==> src/rtl/fibonacci_pkg.sv <==
// rtl/fibonacci_pkg.sv - shared types and widths for the Fibonacci calculator
package fibonacci_pkg;

  localparam int TERM_W = 3;
  localparam int RES_W  = 8;

  typedef struct packed {
    logic             valid;
    logic [RES_W-1:0] result;
  } t_output_interface;

  typedef enum logic [1:0] {
    IDLE = 2'd0,
    CALC = 2'd1,
    DONE = 2'd2
  } t_fib_state;

endpackage

==> src/rtl/fibonacci_st.sv <==
// rtl/fibonacci_st.sv - sequential Fibonacci calculator (optional busy output via FIBONACCI_BUSY_EN)
module fibonacci_st
  import fibonacci_pkg::*;
(
  input  logic              clk,
  input  logic              rst,
  input  logic              start,
  input  logic [TERM_W-1:0] term,
  output t_output_interface output_interface
`ifdef FIBONACCI_BUSY_EN
  ,
  output logic              busy
`endif
);

  t_fib_state        state;
  t_fib_state        next_state;
  logic [TERM_W-1:0] term_q;
  logic [TERM_W-1:0] cnt;
  logic [RES_W-1:0]  a;
  logic [RES_W-1:0]  b;
  t_output_interface out_q;

  assign output_interface = out_q;

  // State register; reset returns to IDLE immediately
  always_ff @(posedge clk or negedge rst) begin
    if (!rst) begin
      state <= IDLE;
    end else begin
      state <= next_state;
    end
  end

  // Next-state logic; an unused encoding falls back to IDLE
  always_comb begin
    next_state = state;
    case (state)
      IDLE:    if (start) next_state = CALC;
      CALC:    if (cnt == term_q) next_state = DONE;
      DONE:    if (!start) next_state = IDLE;
      default: next_state = IDLE;
    endcase
  end

  // Datapath: a/b walk the sequence until cnt reaches the latched index
  always_ff @(posedge clk or negedge rst) begin
    if (!rst) begin
      term_q       <= '0;
      cnt          <= '0;
      a            <= '0;
      b            <= RES_W'(1);
      out_q.valid  <= 1'b0;
      out_q.result <= '0;
    end else begin
      case (state)
        IDLE: begin
          out_q.valid <= 1'b0;
          if (start) begin
            term_q <= term;
            a      <= '0;
            b      <= RES_W'(1);
            cnt    <= '0;
          end
        end
        CALC: begin
          if (cnt == term_q) begin
            out_q.result <= a;
            out_q.valid  <= 1'b1;
          end else begin
            a   <= b;
            b   <= a + b;
            cnt <= cnt + 1'b1;
          end
        end
        DONE: begin
          if (!start) out_q.valid <= 1'b0;
        end
        default: begin
          out_q.valid <= 1'b0;
        end
      endcase
    end
  end

`ifdef FIBONACCI_BUSY_EN
  // Registered busy flag that tracks residence in CALC
  always_ff @(posedge clk or negedge rst) begin
    if (!rst) begin
      busy <= 1'b0;
    end else begin
      busy <= (next_state == CALC);
    end
  end
`endif

endmodule

==> config.mk <==
export PLATFORM = sky130hd
export DESIGN_NAME = fibonacci_st
export DESIGN_NICKNAME = d
export VERILOG_FILES = /design/src/rtl/fibonacci_pkg.sv /design/src/rtl/fibonacci_st.sv
export SDC_FILE = /design/constraint.sdc
export NUM_CORES = 1
export LEC_CHECK = 0
export CORE_ASPECT_RATIO = 0.5
export CORE_MARGIN = 2
export CORE_UTILIZATION = 35
export CTS_BUF_LIST = sky130_fd_sc_hd__clkbuf_4
export DETAILED_ROUTE_END_ITERATION = 10
export GPL_TIMING_DRIVEN = 0
export HOLD_SLACK_MARGIN = 0.1
export SLEW_MARGIN = 10
export SYNTH_ARGS = -nofsm -noshare
export SYNTH_HDL_FRONTEND = slang
export SYNTH_SLANG_ARGS = --single-unit
==> constraint.sdc <==
create_clock -name clk -period 2.53 [get_ports clk]
set_input_delay 0.6325 -clock clk [delete_from_list [all_inputs] [get_ports clk]]
set_output_delay 0.6325 -clock clk [all_outputs]
set_load 0.02 [all_outputs]
Word-level counts from Yosys, hierarchy flattened
Index checks and enable logic that the tools add are counted.

Word-level logic and storage cells: 39. Register bits: 33. Input port bits: 6. Output and inout bits: 9.

Multiplexer cells: 16. $add $sub $neg: 2. Equality and inequality tests: 7. Reduce and logical (&&, ||, !) cells: 7.

Operators with widths (count): $mux W8 (4); $pmux W8 S2 (2); $mux W9 (1); $add A8 B8 Y8 (1); $ne A2 B2 Y1 const B (4); $mux W2 (3); $mux W3 (2); $pmux W2 S3 (1); $pmux W3 S2 (1); $reduce_and A2 Y1 (3); $reduce_and A3 Y1 (2); $add A3 B1 Y3 const B (1); $eq A3 B3 Y1 (1); $eq A2 B1 Y1 const B (1); $eq A2 B2 Y1 const B (1); $logic_not A2 Y1 (1); $pmux W1 S2 (1); $reduce_bool A2 Y1 (1); $mux W1 (1).

Logic depth before layout (Yosys ltp)
Depth in word-level cells: 3. Depth in mapped cells: 7.

Worst setup path after synthesis
Ideal clock, no wire load.

Path kind: flip-flop to flip-flop. Start point: register a[0]. End point: register b[6]. Path slack: 0.684 ns. Cell stages (with the launch flop): 8. Data required time: 2.401 ns. Data arrival time: 1.717 ns. Setup time: 0.129 ns. Cells stage by stage: dfrtp_1 > ha_1 > fa_1 > a211oi_1 > o21bai_1 > a21oi_1 > xor2_1 > o21ai_0.

Longest elaborated chain between the ends: 3.

Ends and longest elaborated chain: start, declared (RTL line fibonacci_st.sv:20) `logic [RES_W-1:0] a;`; start signal, assigned (RTL line fibonacci_st.sv:51) `a <= '0;`; start signal, assigned (RTL line fibonacci_st.sv:61) `a <= '0;`; start signal, assigned (RTL line fibonacci_st.sv:71) `a <= b;`; $add A8 B8 Y8 (RTL line fibonacci_st.sv:72) `b <= a + b;`; $mux W8 (RTL line fibonacci_st.sv:67) `if (cnt == term_q) begin`; $pmux W8 S2 (RTL line fibonacci_st.sv:56) `case (state)`; end signal, assigned (RTL line fibonacci_st.sv:72); end, declared (RTL line fibonacci_st.sv:21) `logic [RES_W-1:0] b;`.

Every way passes these cells. The select of a mux whose other input is x is not followed. A chain may end at the register's enable or synchronous reset.

Worst setup path after layout
Same ends and word-level chain as after synthesis.

==> results by group <==
Status
  • Status: completed

Critical path
  • Crit end category: flip-flop
  • Reg2reg setup slack: between 400 and 500 ps
  • Worst EP arrival: roughly 2300 ps
  • Crit path to: b[6]
  • Worst-path cell chain: ha_1, fa_1, a211oi_1, o21bai_1, a21oi_1, xor2_1, o21ai_0
  • Instance count on the critical path: 7
  • Worst Setup Start Kind: flip-flop
  • Crit. Startpoint: a[0]
  • Crit Path Class: flip-flop to flip-flop
  • Reg2reg start: a[0]
  • Crit-path max cell delay: ~450 ps
  • Top delay family on crit path: adder cells
  • Crit Path Max Fanout: 3
  • R2R depth: 7
  • Worst Path Buf+Inv: 0
  • Slowest stage cell, crit path: fa_1
  • Req. time, crit path: approximately 2700 ps
  • Reg2reg end: b[6]

Clocking
  • Resize count post-CTS: 0
  • Clk sink count: 33
  • H-Tree Depth: 2
  • CTS root buffer: clkbuf_4
  • Clk buf depth: 2
  • Clk_lat worst skew: roughly 330 ps
  • Setup bufs post-CTS: 0
  • Hold_buf cts: 0
  • Clk slew on worst S/H paths: approximately 100 ps
  • TritonCTS clock tree: yes
  • CTS Buf Count: 5

GRT
  • Global Route Usage Sum: 13.5%
  • Initial antenna violation count: 0
  • GR Overflow Total: 0
  • Pin count of the biggest net entering global routing: 34
  • Vias in the first global route: ~1100
  • Global-route wire length before repair: around 5.3 mm

Routing
  • Total number of vias: ~1100
  • Final WL: 2.87 mm
  • Vias/cell: 5.07
  • # DRC: 0
  • Drt first pass iters: 4
  • Detailed Route Iter0 Violations: between 70 and 80
  • DR WL/cell: 13.2 um
  • Post-route antenna net violation count: 0

Floorplan
  • Die area: between 5000 and 6000 um2
  • Placeable Area: ~4400 um2
  • Die height: around 52 um
  • Die W: about 100 um
  • Rows: 17
  • Ports: 15
  • Initial Utilization: between 30% and 40%

Final layout
  • Utilization after layout: ~43%
  • Diodes inserted: 0
  • Most common cell after layout, fill and taps aside: dfrtp_1
  • Area Growth Syn to Fin: 17.7%
  • Layout cells sized above 1: just under 20%
  • Design Area, Final: 1890 um2
  • Nets: approximately 180
  • Fillers: 420
  • Most frequent cells in the layout: dfrtp_1, nand2_1, clkdlybuf4s50_1

Timing
  • Final hold vios: 0
  • Tmin final: just over 2000 ps
  • RSZ-0062 raised after global routing: false
  • Part of the cycle the worst path needs: 81.2%
  • # setup viols final: 0
  • Setup_tns: 0 ps
  • Worst setup margin: approximately 480 ps
  • Slew @ Worst Pin: around 710 ps
  • Clk_skew: approximately 5.6 ps
  • Final hold slack: around 340 ps
  • Max-slew headroom: about 52%
  • Max-slew violations: 0
  • Max frequency: a little under 500 MHz

Power
  • Clock share of power: 14.7%
  • Maximum VDD drop: just over 500 uV
  • Flop pwr share: about a third
  • Leakage dissipation: roughly 0.85 nW
  • Switching Share: 41.0%
  • Internal: between 1.5 and 2 mW
  • Sw Pwr: between 1 and 1.5 mW
  • Pwr/cell area: around 1400 nW/um2
  • Combinational share of power: slightly above 50%

Synth
  • Most used DFF post-synth: dfrtp_1
  • Synthesis-stage register bit count: 33
  • Ys Warns: 0
  • Library cells used by synthesis: 38
  • Syn_area_per_cell: 11.6 um2
  • Ys async rst share: 100%
  • Syn Inst Count: approximately 140
  • Mapped Area: about 1600 um2
  • Syn Nets: between 150 and 200
  • Sequential share of the synthesized area: between 50% and 60%
  • Number of flops mapped to enable cells by yosys: 0

Placement
  • Cell Area, Placed: 1810 um2
  • Port Buffer Count: 14
  • Placer Congestion: slightly above 0.7
  • Post-Place Setup Slack: 373 ps
  • DP Wirelength: slightly above 2 mm

Min path
  • Hold Path Class: primary input to asynchronous set/reset pin

Job
  • Max cap viols: 0
-- power groups by stage --
| stage | Combinational [mW] | Clock [mW] | Sequential (mW) |
|---|---|---|---|
| finish | 1.37 | 0.396 | 0.929 |
| global route | 1.54 | 0.429 | 0.973 |
| CTS | 1.39 | 0.409 | 0.935 |
| detailed placement | 1.38 | 0 | 0.947 |
| global placement | 1.35 | 0 | 0.937 |
| floorplan | 0.962 | 0 | 0.973 |
-- cell usage after synthesis (all sizes together) (2+ instances only) --
library cell  instances  share of area [%]
a211oi                2                1.2
a21o                  3                1.5
a21oi                 4                1.2
a22o                  4                2.2
a31oi                 2                1.2
buf                   2                1.2
dfrtp                32                 50
ha                    8                6.2
inv                   2               0.47
mux2                 11                7.7
nand2                24                5.6
nand3                 2               0.93
nor2                  4                1.6
o211ai                2               0.93
o21ai                16                5.2
xnor2                 5                2.7
xor2                  4                2.2
-- state kept, by name, summed over array words and instances (netlist names) --
name,flops
output_interface,9
a,8
b,8
cnt,3
term_q,3
state,2
-- worst min path at each step --
stage / endpoint / cells after the start / slack (ps) / startpoint
after global routing: output_interface[8] / 1 / 400 / rst
final: term_q[0] / 1 / 340 / rst
after CTS: term_q[0] / 1 / 360 / rst
after detailed placement: output_interface[2] / 1 / 500 / output_interface[2]
after global placement: output_interface[0] / 1 / 490 / output_interface[0]
after floorplan: a[0] / 0 / 340 / rst
-- logic make-up (layout without fill, tap and decap cells) --
logic type      Yosys count  count (layout)  share of synthesized area [%]
compound gates           38              38                           15.9
simple gates             35              35                           11.0
flops                    33              33                           51.4
mux                      11              11                           7.70
fa+ha+maj                 9               9                           7.47
xor+xnor                  9               9                           4.90
buf+inv                   4              26                           1.63
-- stage by stage --
step / std cells / power [mW]
final: 218 / 2.69
after global routing: 218 / 2.95
after CTS: 218 / 2.73
after detailed placement: 210 / 2.33
after global placement: 210 / 2.29
after floorplan: 139 / 1.94
-- final cells by class --
| class | count | area [um2] | share of cell area, % |
|---|---|---|---|
| buffer | 2 | 18.8 | 0.991 |
| clock buffer | 6 | 45.0 | 2.38 |
| clock inverter | 2 | 33.8 | 1.78 |
| inverter | 2 | 7.51 | 0.397 |
| multi-input combinational | 102 | 754 | 39.9 |
| sequential | 33 | 827 | 43.7 |
| tap | 57 | 71.3 | 3.77 |
| timing repair buffer | 14 | 135 | 7.14 |
-- layer usage --
| layer | global-route usage, % | vias up | wire [um] |
|---|---|---|---|
| li1 | - | 541 | - |
| met1 | 17.4 | 536 | 1410 |
| met2 | 20.8 | 24 | 1310 |
| met3 | 4.97 | 4 | 127 |
| met4 | 5.48 | 0 | 25 |
| met5 | 0 | - | 0 |
No activity file was read; power rests on OpenSTA's default activity.
